## src/rtl/cv32e40p_pkg2.sv

```systemverilog
// Shared types and default constants for the breakage monitors of the
// fault-tolerant pipeline blocks.
package cv32e40p_pkg2;

  typedef enum logic [1:0] {
    BM_OK       = 2'd0,
    BM_DEGRADED = 2'd1,
    BM_BROKEN   = 2'd2
  } bm_state_e;

  // Defaults matching the fixed single-counter monitors this array replaces.
  localparam int BM_COUNT_BIT          = 8;
  localparam int BM_INC_DEC_BIT        = 2;
  localparam int BM_INCREMENT          = 1;
  localparam int BM_DECREMENT          = 1;
  localparam int BM_BREAKING_THRESHOLD = 3;
  localparam int BM_DECAY_PERIOD       = 1;
  localparam int BM_STICKY             = 1;

endpackage

```

## src/rtl/cv32e40p_breakage_counter.sv

```systemverilog
// Single-channel leaky-bucket error counter with decay pacing and
// OK / DEGRADED / BROKEN state tracking.
module cv32e40p_breakage_counter
  import cv32e40p_pkg2::*;
#(
  parameter int COUNT_BIT          = BM_COUNT_BIT,
  parameter int INCREMENT          = BM_INCREMENT,
  parameter int DECREMENT          = BM_DECREMENT,
  parameter int BREAKING_THRESHOLD = BM_BREAKING_THRESHOLD,
  parameter int DECAY_PERIOD       = BM_DECAY_PERIOD,
  parameter int STICKY             = BM_STICKY
) (
  input  logic                 clk,
  input  logic                 rst_n,
  input  logic                 valid,
  input  logic                 err,
  input  logic                 clear,
  output logic [COUNT_BIT-1:0] count,
  output bm_state_e            state,
  output logic                 enter_break
);

  localparam int                  DECAY_W    = $clog2(DECAY_PERIOD) + 1;
  localparam logic [COUNT_BIT:0]  CNT_MAX    = {1'b0, {COUNT_BIT{1'b1}}};
  localparam logic [COUNT_BIT:0]  INC_EXT    = (COUNT_BIT + 1)'(INCREMENT);
  localparam logic [COUNT_BIT:0]  DEC_EXT    = (COUNT_BIT + 1)'(DECREMENT);
  localparam logic [COUNT_BIT-1:0] THRESH    = COUNT_BIT'(BREAKING_THRESHOLD);
  localparam logic [DECAY_W-1:0]  DECAY_LAST = DECAY_W'(DECAY_PERIOD - 1);

  logic [DECAY_W-1:0]   decay, decay_next;
  logic [COUNT_BIT-1:0] count_next;
  logic [COUNT_BIT:0]   sum, diff;
  bm_state_e            state_next;

  // NOTE: every signal assigned here gets a default first so no latch is inferred.
  always_comb begin
    sum        = {1'b0, count} + INC_EXT;
    diff       = {1'b0, count} - DEC_EXT;
    count_next = count;
    decay_next = decay;
    if (clear) begin
      count_next = '0;
      decay_next = '0;
    end else if (valid && err) begin
      count_next = (sum > CNT_MAX) ? '1 : sum[COUNT_BIT-1:0];
      decay_next = '0;
    end else if (valid) begin
      if (decay == DECAY_LAST) begin
        decay_next = '0;
        // The extra MSB flags an underflow, which clamps to zero.
        count_next = diff[COUNT_BIT] ? '0 : diff[COUNT_BIT-1:0];
      end else begin
        decay_next = decay + DECAY_W'(1);
      end
    end
  end

  always_comb begin
    state_next = BM_DEGRADED;
    if (clear)                                   state_next = BM_OK;
    else if (count_next >= THRESH)               state_next = BM_BROKEN;
    else if (STICKY != 0 && state == BM_BROKEN)  state_next = BM_BROKEN;
    else if (count_next == '0)                   state_next = BM_OK;
  end

  assign enter_break = (state_next == BM_BROKEN) && (state != BM_BROKEN);

  // NOTE: sequential state uses non-blocking assignments so all flops update together.
  always_ff @(posedge clk or negedge rst_n) begin
    if (!rst_n) begin
      count <= '0;
      decay <= '0;
      state <= BM_OK;
    end else begin
      count <= count_next;
      decay <= decay_next;
      state <= state_next;
    end
  end

endmodule

```

## src/rtl/cv32e40p_breakage_monitor_array.sv

```systemverilog
// N-channel breakage monitor: one counter per channel plus the shared
// broken summary, lowest-index encoder and new-breakage pulse.
module cv32e40p_breakage_monitor_array
  import cv32e40p_pkg2::*;
#(
  parameter int N_CH               = 5,
  parameter int COUNT_BIT          = BM_COUNT_BIT,
  parameter int INC_DEC_BIT        = BM_INC_DEC_BIT,
  parameter int INCREMENT          = BM_INCREMENT,
  parameter int DECREMENT          = BM_DECREMENT,
  parameter int BREAKING_THRESHOLD = BM_BREAKING_THRESHOLD,
  parameter int DECAY_PERIOD       = BM_DECAY_PERIOD,
  parameter int STICKY             = BM_STICKY
) (
  input  logic                                  clk,
  input  logic                                  rst_n,
  input  logic [N_CH-1:0]                       valid_i,
  input  logic [N_CH-1:0]                       err_i,
  input  logic [N_CH-1:0]                       clear_i,
  output logic [N_CH*COUNT_BIT-1:0]             count_o,
  output logic [N_CH-1:0]                       broken_o,
  output logic [N_CH-1:0]                       degraded_o,
  output logic                                  any_broken_o,
  output logic [((N_CH > 1) ? $clog2(N_CH) : 1)-1:0] first_broken_o,
  output logic                                  new_break_o
);

  localparam int IDX_W = (N_CH > 1) ? $clog2(N_CH) : 1;

  if (INCREMENT >= (1 << INC_DEC_BIT)) begin : g_bad_increment
    $error("INCREMENT must be below 2**INC_DEC_BIT");
  end
  if (DECREMENT >= (1 << INC_DEC_BIT)) begin : g_bad_decrement
    $error("DECREMENT must be below 2**INC_DEC_BIT");
  end
  if (BREAKING_THRESHOLD < 1 || BREAKING_THRESHOLD > (1 << COUNT_BIT) - 1) begin : g_bad_threshold
    $error("BREAKING_THRESHOLD must lie in 1..2**COUNT_BIT-1");
  end
  if (DECAY_PERIOD < 1) begin : g_bad_decay
    $error("DECAY_PERIOD must be at least 1");
  end

  bm_state_e       state [N_CH];
  logic [N_CH-1:0] enter_break;

  for (genvar g = 0; g < N_CH; g++) begin : g_ch
    cv32e40p_breakage_counter #(
      .COUNT_BIT         (COUNT_BIT),
      .INCREMENT         (INCREMENT),
      .DECREMENT         (DECREMENT),
      .BREAKING_THRESHOLD(BREAKING_THRESHOLD),
      .DECAY_PERIOD      (DECAY_PERIOD),
      .STICKY            (STICKY)
    ) u_counter (
      .clk        (clk),
      .rst_n      (rst_n),
      .valid      (valid_i[g]),
      .err        (err_i[g]),
      .clear      (clear_i[g]),
      .count      (count_o[g*COUNT_BIT +: COUNT_BIT]),
      .state      (state[g]),
      .enter_break(enter_break[g])
    );
    assign broken_o[g]   = (state[g] == BM_BROKEN);
    assign degraded_o[g] = (state[g] == BM_DEGRADED);
  end

  assign any_broken_o = |broken_o;

  // Scanning downwards lets the lowest broken index overwrite higher ones.
  always_comb begin
    first_broken_o = '0;
    for (int i = N_CH - 1; i >= 0; i--) begin
      if (broken_o[i]) first_broken_o = IDX_W'(i);
    end
  end

  always_ff @(posedge clk or negedge rst_n) begin
    if (!rst_n) new_break_o <= 1'b0;
    else        new_break_o <= |enter_break;
  end

endmodule
```

## config.mk

```make
export PLATFORM = sky130hd
export DESIGN_NAME = cv32e40p_breakage_monitor_array
export DESIGN_NICKNAME = d
export VERILOG_FILES = /design/src/rtl/cv32e40p_pkg2.sv /design/src/rtl/cv32e40p_breakage_counter.sv /design/src/rtl/cv32e40p_breakage_monitor_array.sv
export SDC_FILE = /design/constraint.sdc
export NUM_CORES = 1
export LEC_CHECK = 0
export BUFFER_PORTS_ARGS = -buffer_cell sky130_fd_sc_hd__buf_2
export CAP_MARGIN = 20
export CORE_ASPECT_RATIO = 1.1
export CORE_MARGIN = 2
export CORE_UTILIZATION = 62
export CTS_CLUSTER_SIZE = 28
export DETAILED_ROUTE_END_ITERATION = 8
export PLACE_DENSITY_LB_ADDON = 0.3
export SETUP_SLACK_MARGIN = 0.02
export SLEW_MARGIN = 10
export SYNTH_ARGS = -nofsm -noshare
export SYNTH_HDL_FRONTEND = slang
export SYNTH_SLANG_ARGS = --single-unit
```

## constraint.sdc

```tcl
create_clock -name clk -period 5.9 [get_ports clk]
set_input_delay 0.59 -clock clk [delete_from_list [all_inputs] [get_ports clk]]
set_output_delay 0.59 -clock clk [all_outputs]
set_load 0.02 [all_outputs]
```

==> run summary, run 1 <==
RSZ-0062 raised after global routing: false
CTS tree: yes
Root Buffer: clkbuf_8
Crit Path Max Fanout: 8
Pwr/cell area: 243 mW/mm^2
Commonest non-fill, non-tap cells in the layout: 71 x buf_2, 51 x dfrtp_1, 47 x nor2_1, 33 x nand2_1, 27 x inv_1
Vias in the first global route: 3656
Final hold vios: 0
Io pins: 72
Largest family of logic cells by synthesized area: simple AND/OR/NAND/NOR gates
Synth cell types: 74
RR Startpoint: g_ch[3].u_counter.count[0]
Placeable Area: 0.00656 mm^2
Grt total ovfl: 0
Area contributors post-synth: dfrtp_1 30%, nor2_1 4.2%, ha_1 3.0%, nand2_1 2.9%, a21oi_1 2.9%
Initial antenna violation count: 0
Layout Nets: 586
Fillcell total: 587
Mean routed wirelength per cell: 16.1 um
Register-to-register setup slack: 2.90 ns
Cts hold-fix bufs: 0
Finish-stage setup viols: 0
Clock latency on the worst-skew pair: 0.30 ns
Die Span Y: 90.3 um
Via count: 4180
R2r worst-path depth: 9
Post-synthesis simple-gate area fraction: 32.4%
Syn Inst Count: 520
Synth Cell Area: 0.00420 mm^2
Leak: 2.06 nW
Die footprint: 0.00745 mm^2
Max rail drop VDD: 0.000151 V
Combinational power share: 40.6%
Post-DP HPWL: 7.68 mm
Net switching power: 466 uW
Drt drc: 0
Yosys warnings: 0
Register area: 0.00128 mm^2
Post-synth EDFFs: 0
Mux share of post-synthesis cell area: 1.22%
Total global routing track utilization: 28.3%
Final WL: 10.3 mm
Shortest period the worst path allows: 3.00 ns
Slew of the pin with the lowest slew margin: 1.01 ns
Post-CTS Setup Inserts: 0
HP Class: in -> async
Syn Area/Cell: 8.08 um^2
Kind of critical path: reg -> reg
Complex-gate fraction of the synthesized area: 23.1%
Biggest area consumer among synthesized cells: dfrtp_1
Post-route ant nets: 0
Final period util: 50.9%
Syn Nets: 547
Reg2reg end: g_ch[3].u_counter.state[0]
Global-route wire length before repair: 17.2 mm
XOR/XNOR Fraction of Synth Area: 3.54%
Site Rows: 31
WHS: 0.371 ns
CTS Buffer Depth: 2
Setup TNS: 0 ns
Area of the multi-input gates: 0.00266 mm^2
Clock sink count: 51
CP endpoint kind: register
Clock-pin transition on the worst setup and hold timing paths: 0.09 ns
Status: complete, no violations
Vias per cell: 6.51
Req. time, crit path: 6.06 ns
Post-synthesis sequential area ratio: 30.4%
Int Pwr: 650 uW
Commonest non-fill, non-tap cell in the layout: buf_2
Seq cells post-synth: 51
Layout area overhead: 9.17%
Fmax: 0.333 GHz
H-tree depth: 2
Synth Flop Type: dfrtp_1
Drt first-iter violations: 365
CTS buffer count: 5
Clock power share: 17.8%
Slew Limit Fails: 0
PostCTS Resize Cnt: 0
Drt first pass iters: 6
Die W: 82.5 um
Critical path launch point type: register
Port buffer count: 71
Layout cells sized above 1: 17.0%
Crit path DAT: 3.17 ns
Sw Ratio: 41.7%
Worst Clk Skew: 0.0118 ns
Max-cap viol count: 0
ANT cells: 0
Power share of the sequential group: 41.6%
GP Congestion: 0.913
Adder-cell share of the synthesized area: 2.98%
Rel. slew slack: 31.8%
Async S/R FF share, synth: 100%
Initial Util: 64.1%
Synth top area share: 30.4%
Largest net degree at the start of global routing: 52
cell usage after synthesis, drive strengths merged (3+ instances only):
library cell / count
a2111oi: 3
a211o: 3
a211oi: 11
a21o: 3
a21oi: 25
a22oi: 7
a311oi: 4
a31oi: 13
and2: 14
and3: 9
and4: 6
and4b: 3
buf: 9
clkbuf: 31
dfrtp: 51
ha: 10
inv: 27
mux2i: 4
nand2: 33
nand2b: 4
nand3: 19
nand3b: 8
nand4: 12
nand4b: 4
nand4bb: 4
nor2: 47
nor2b: 14
nor3: 14
nor4: 9
nor4b: 4
o211ai: 4
o21a: 5
o21ai: 22
o31a: 4
o31ai: 10
or3: 12
or4: 5
xnor2: 10
xor2: 7
sequential cells by signal, indices dropped and copies added, names as in the netlist:
register              flops
new_break_o               1
g_ch.u_counter.state     10
g_ch.u_counter.count     40
worst max-delay path by stage:
stage | start | to | slack, ns | cells after the start
after CTS | g_ch[3].u_counter.count[0] | g_ch[3].u_counter.state[0] | 2.94 | 9
final | g_ch[3].u_counter.count[0] | g_ch[3].u_counter.state[0] | 2.90 | 9
after detailed placement | valid_i[3] | g_ch[3].u_counter.state[0] | 2.95 | 8
after global routing | g_ch[3].u_counter.count[0] | g_ch[3].u_counter.state[0] | 2.72 | 9
after floorplan | g_ch[4].u_counter.count[0] | new_break_o | 3.13 | 10
after global placement | valid_i[3] | new_break_o | 3.09 | 9
metrics by stage:
step                instances  setup slack, ns  power (mW)  cell area (um^2)  util (%)
global route              642             2.72        1.19              4590      70.0
CTS                       642             2.94        1.12              4590      70.0
finish                    642             2.90        1.12              4590      70.0
floorplan                 520             3.13       0.793              4200         -
detailed placement        634             2.95       0.919              4500      68.7
global placement          634             3.09       0.907              4500      68.7
area by class of cell:
type,count,share of cell area [%]
clock buffers,6,1.58
clock inverters,2,0.273
inverters,27,2.21
multi-input cells,402,58.0
flip-flops and latches,51,27.8
well taps,82,2.24
repair buffers,72,7.91
per-layer routing:
metal	track usage, %	routed length (um)
met1	42.7	4710
met2	43.4	4980
met3	3.80	577
met4	5.69	78
met5	0	0
critical path, cell delays in order, from the launching register on:
cell and delay [ns]:
dfrtp_1 0.46, inv_1 0.09, ha_1 0.18, nor4bb_1 0.87
and2_1 0.26, o21ai_0 0.09, o211ai_1 0.13, nand3_1 0.13
or2_2 0.31, a2111oi_0 0.35
logic make-up after synthesis:
| logic type | after synthesis |
|---|---|
| DFF | 51 |
| AOI/OAI and AO/OA | 139 |
| adders and majority gates | 10 |
| muxes | 5 |
| and+or+nand+nor | 231 |
| xor gates and xnor gates | 17 |
| buffers and inverters | 67 |
power by group through the flow:
stage               sequential (mW)  combinational [mW]  clock (mW)
floorplan                     0.462               0.331           0
global placement              0.466               0.441           0
detailed placement            0.469               0.451           0
CTS                           0.462               0.453       0.203
global route                  0.475               0.499       0.217
finish                        0.464               0.454       0.198
Note: power is estimated with default switching activity, not from simulation.
==> inputs of run 2 (changes only) <==
--- a/config.mk
+++ b/config.mk
@@ -9,7 +9,7 @@
 export CAP_MARGIN = 20
 export CORE_ASPECT_RATIO = 1.1
 export CORE_MARGIN = 2
-export CORE_UTILIZATION = 62
+export CORE_UTILIZATION = 57
 export CTS_CLUSTER_SIZE = 28
 export DETAILED_ROUTE_END_ITERATION = 8
 export PLACE_DENSITY_LB_ADDON = 0.3
==> constraint.sdc (replaced) <==
create_clock -name clk -period 3.05 [get_ports clk]
set_input_delay 0.305 -clock clk [delete_from_list [all_inputs] [get_ports clk]]
set_output_delay 0.305 -clock clk [all_outputs]
set_load 0.02 [all_outputs]
==> run summary, run 2 (same netlist as run 1, synthesis figures left out) <==
Status: finished with violations
Failing checks: DRC
Commonest non-fill, non-tap cell in the layout: buf_2
Clock-pin transition on the worst setup and hold timing paths: 0.09 ns
Max-cap viol count: 0
Global-route wire length before repair: 17.9 mm
Register-to-register setup slack: 0.21 ns
CP max stage cell: or4_4
Slowest stage delay, CP: 0.55 ns
Layout area overhead: 12.5%
Req. time, crit path: 3.23 ns
RR Startpoint: g_ch[4].u_counter.count[1]
Clock latency on the worst-skew pair: 0.30 ns
Most used routing layer: met2
Slew Limit Fails: 0
Final WS setup: 0.207 ns
HP Class: in -> async
Mean routed wirelength per cell: 16.4 um
H-tree depth: 2
Final hold vios: 0
R2r worst-path depth: 10
Fmax: 0.352 GHz
Initial antenna violation count: 0
Total global routing track utilization: 27.3%
Worst Clk Skew: 0.00469 ns
Grt total ovfl: 0
CTS Buffer Depth: 2
Final WL: 10.8 mm
Clock power share: 18.7%
Met3 Track Usage GR: 3.69%
Top Registers: g_ch.u_counter.count x40, g_ch.u_counter.state x10, new_break_o x1
Slew of the pin with the lowest slew margin: 0.649 ns
GR Util met1: 37.5%
Cts hold-fix bufs: 0
Sw Ratio: 40.5%
M2 GR Usage: 45.9%
RSZ-0062 raised after global routing: false
Reg2reg end: new_break_o
Shortest period the worst path allows: 2.84 ns
Initial Util: 59.3%
Vias per cell: 6.51
Pwr/cell area: 476 mW/mm^2
Power share of the sequential group: 38.9%
Rel. slew slack: 56.7%
Root Buffer: clkbuf_8
Die Span Y: 94.0 um
Leak: 2.14 nW
Site Rows: 32
Drt first-iter violations: 306
Crit path DAT: 3.02 ns
Die W: 85.8 um
Net switching power: 911 uW
Combinational power share: 42.4%
Drt first pass iters: 7
ANT cells: 0
Critical path launch point type: register
CTS tree: yes
Kind of critical path: reg -> reg
CP cell instances: inv_1 -> ha_1 -> nand4bb_4 -> or4_4 -> a21oi_2 -> o211ai_2 -> or4_4 -> nor4_4 -> or3_1 -> nand4_1
Post-route ant nets: 0
Placed inst area: 0.00462 mm^2
GP Congestion: 0.957
CP endpoint kind: register
Critical path's most frequent cell: or4_4
Largest register FFs: 40
Via count: 4294
Vias in the first global route: 3763
Int Pwr: 1.34 mW
Layout cells sized above 1: 19.3%
Largest net degree at the start of global routing: 30
Placeable Area: 0.00709 mm^2
Max rail drop VDD: 0.000249 V
Clock sink count: 51
Port buffer count: 71
CTS buffer count: 5
Die footprint: 0.00807 mm^2
Setup TNS: 0 ns
Drt drc: 4
Fin area: 0.00472 mm^2
Post-DP HPWL: 8.16 mm
Post-Place Worst Slack: 0.238 ns
WHS: 0.0201 ns
Final period util: 93.2%
Commonest non-fill, non-tap cells in the layout: 71 x buf_2, 51 x dfrtp_1, 47 x nor2_1, 33 x nand2_1, 27 x inv_1
Post-CTS Setup Inserts: 0
Finish-stage setup viols: 0
Layout Nets: 601
Register with the most flip-flops: g_ch.u_counter.count
PostCTS Resize Cnt: 0
Crit Path Max Fanout: 7
Io pins: 72
## run 2: cell count changes in the layout (fill, tap and decap cells not counted)
cell        before  now
buf_4            1   16
clkbuf_8         5    7
clkinv_2         1    0
clkinvlp_4       1    0
nor4bb_1         2    1
nor4bb_2         0    1
## run 2: routing by layer
layer  share of wire (%)  up-vias
li1                    -     2045
met4                 1.4        0
met5                   0        -
met3                 6.3       13
met1                  43     2076
met2                  49      160
## run 2: worst max-delay path, delay by kind of cell (launching register included)
family	cells	cell delay, ns
buffers and inverters	1	0.09
adder cells (fa/ha/maj)	1	0.25
AND/OR/NAND/NOR	6	1.63
flip-flops	1	0.47
AO/OA/AOI/OAI	2	0.30
## run 2: per-stage QoR
stage                     cells  total power, mW  util [%]
final                       660             2.25      66.6
after global routing        660             2.39      66.6
after CTS                   660             2.25      66.6
after detailed placement    652             1.83      65.1
after global placement      652             1.80      65.1
after floorplan             520             1.53         -
## run 2: worst max path at each step
| stage | start | end | slack, ns |
|---|---|---|---|
| 2_1_floorplan | g_ch[4].u_counter.count[0] | new_break_o | 0.28 |
| 3_3_place_gp | g_ch[4].u_counter.count[1] | new_break_o | 0.35 |
| 3_5_place_dp | g_ch[4].u_counter.count[1] | new_break_o | 0.24 |
| 4_1_cts | g_ch[4].u_counter.count[1] | new_break_o | 0.20 |
| 5_1_grt | g_ch[4].u_counter.count[1] | new_break_o | 0.07 |
| 6_report | g_ch[4].u_counter.count[1] | new_break_o | 0.21 |
## run 2: power by group through the flow
stage | Combinational (mW) | Sequential (mW) | Clock (mW)
final | 0.953 | 0.875 | 0.422
after global placement | 0.923 | 0.880 | 0
after CTS | 0.947 | 0.873 | 0.429
after global routing | 1.04 | 0.893 | 0.459
after floorplan | 0.639 | 0.894 | 0
after detailed placement | 0.940 | 0.886 | 0
## run 2: final cells by class
cell class                      count  area (um^2)
Tap cell                           85          106
Fill cell                         607         2360
Multi-Input combinational cell    402         2660
Inverter                           27          101
Clock buffer                        8          100
Timing Repair Buffer               87          475
Sequential cell                    51         1280
==> inputs of run 3 (changes only) <==
--- a/config.mk
+++ b/config.mk
@@ -7,9 +7,12 @@
 export LEC_CHECK = 0
 export BUFFER_PORTS_ARGS = -buffer_cell sky130_fd_sc_hd__buf_2
 export CAP_MARGIN = 20
+export CELL_PAD_IN_SITES_DETAIL_PLACEMENT = 0
+export CELL_PAD_IN_SITES_GLOBAL_PLACEMENT = 2
 export CORE_ASPECT_RATIO = 1.1
 export CORE_MARGIN = 2
-export CORE_UTILIZATION = 57
+export CORE_UTILIZATION = 34
+export CTS_BUF_LIST = sky130_fd_sc_hd__clkbuf_4
 export CTS_CLUSTER_SIZE = 28
 export DETAILED_ROUTE_END_ITERATION = 8
 export PLACE_DENSITY_LB_ADDON = 0.3
==> run summary, run 3 (same netlist as run 1, synthesis figures left out) <==
Status: complete, no violations
Vias in the first global route: 3841
Critical path's most frequent cell: or4_4
Slew of the pin with the lowest slew margin: 0.676 ns
Final period util: 91.8%
Commonest non-fill, non-tap cell in the layout: buf_2
Layout Nets: 603
Placeable Area: 0.0120 mm^2
Kind of critical path: reg -> reg
Initial Util: 34.9%
CTS buffer count: 5
Slew Limit Fails: 0
Setup TNS: 0 ns
Drt first-iter violations: 237
Drt first pass iters: 5
CP max stage cell: or4_4
Finish-stage setup viols: 0
Final WS setup: 0.250 ns
Die footprint: 0.0133 mm^2
RSZ-0062 raised after global routing: false
Clock latency on the worst-skew pair: 0.36 ns
Rel. slew slack: 53.8%
Post-Place Worst Slack: 0.261 ns
H-tree depth: 2
Final cell count without fillers: 732
Slowest stage delay, CP: 0.54 ns
Global-route wire length before repair: 19.8 mm
Leak: 2.15 nW
Vias per cell: 5.60
Register with the most flip-flops: g_ch.u_counter.count
Req. time, crit path: 3.31 ns
Drt drc: 0
Layout area overhead: 14.4%
Largest net degree at the start of global routing: 33
Final WL: 11.9 mm
Via count: 4098
Site Rows: 42
Commonest non-fill, non-tap cells in the layout: 71 x buf_2, 51 x dfrtp_1, 47 x nor2_1, 33 x nand2_1, 27 x inv_1
Fmax: 0.357 GHz
CTS Buffer Depth: 2
Port buffer count: 71
Crit path DAT: 3.06 ns
Mean routed wirelength per cell: 16.3 um
Layout cells sized above 1: 19.2%
Die W: 110 um
CTS tree: yes
HP Class: in -> reg
Clock-pin transition on the worst setup and hold timing paths: 0.16 ns
Clock sink count: 51
Max rail drop VDD: 0.000257 V
Final hold vios: 0
CP cell instances: inv_1 -> ha_1 -> nand4bb_4 -> or4_4 -> a21oi_2 -> o211ai_2 -> or4_4 -> nor4_4 -> or3_1 -> nand4_1
GP Congestion: 0.841
Final core utilization: 39.9%
Max-cap viol count: 0
Initial antenna violation count: 1
Top Registers: g_ch.u_counter.count x40, g_ch.u_counter.state x10, new_break_o x1
Post-DP HPWL: 9.01 mm
Placed Cells incl. Taps: 722
Post-route ant nets: 0
WHS: 0.197 ns
Total global routing track utilization: 18.5%
Grt total ovfl: 0
Die Span Y: 121 um
Root Buffer: clkbuf_4
Io pins: 72
Crit Path Max Fanout: 7
Pwr/cell area: 464 mW/mm^2
CP endpoint kind: register
Worst Clk Skew: 0.00661 ns
Largest register FFs: 40
Critical path launch point type: register
Post-CTS Setup Inserts: 0
Shortest period the worst path allows: 2.80 ns
-- run 3: cell types whose count changed in the layout (fill, tap and decap cells not counted), sizes merged --
cell,change
diode,+1
buf,+1
dlygate4sd3,+1
clkbuf,-3
inv,+1
bufinv,+1
clkinv,+1
-- run 3: worst max-delay path: cells and delay by family (launching register included) --
kind	cells	cell delay, ns
simple gates	6	1.60
flops	1	0.48
compound gates	2	0.28
fa+ha+maj	1	0.25
buf+inv	1	0.08
-- run 3: metrics by stage --
| stage | area [um^2] | total power [mW] |
|---|---|---|
| 6_report | 4800 | 2.23 |
| 5_1_grt | 4800 | 2.40 |
| 4_1_cts | 4800 | 2.25 |
| 3_5_place_dp | 4710 | 1.84 |
| 3_3_place_gp | 4710 | 1.84 |
| 2_1_floorplan | 4200 | 1.53 |
-- run 3: cell type report --
type	count	area, um^2
Fill cell	1250	7230
Multi-Input combinational cell	402	2660
Sequential cell	51	1280
Timing Repair Buffer	89	493
Tap cell	154	193
Inverter	27	101
Clock inverter	3	42.5
Clock buffer	5	37.5
Antenna cell	1	2.50
-- run 3: repair_timing --
item,in CTS,in global routing
hold endpoints to repair,19,0
hold buffers,1,0
resized for setup,0,0
-- run 3: where the power goes --
| group | switching [mW] | total, mW | internal (mW) |
|---|---|---|---|
| clock network | 0.225 | 0.399 | 0.174 |
| logic | 0.581 | 0.958 | 0.377 |
| registers | 0.117 | 0.871 | 0.753 |
-- run 3: routing by layer --
metal,wire length [um],track usage (%)
met4,176,5.14
met1,5600,26.7
met5,0,0
met3,421,1.83
met2,5730,29.0
-- run 3: path summary, 6_finish.rpt --
check	from	end	slack [ns]	depth (start not counted)
max	g_ch[4].u_counter.count[1]	new_break_o	0.25	10
min	clear_i[4]	g_ch[4].u_counter.state[1]	0.20	2
max reg2reg	g_ch[4].u_counter.count[1]	new_break_o	0.25	10
min reg2reg	g_ch[4].u_counter.count[0]	g_ch[4].u_counter.count[0]	0.67	2
max in group asynchronous	rst_n	g_ch[0].u_counter.count[6]	1.83	3
min in group asynchronous	rst_n	g_ch[1].u_counter.count[5]	0.40	2
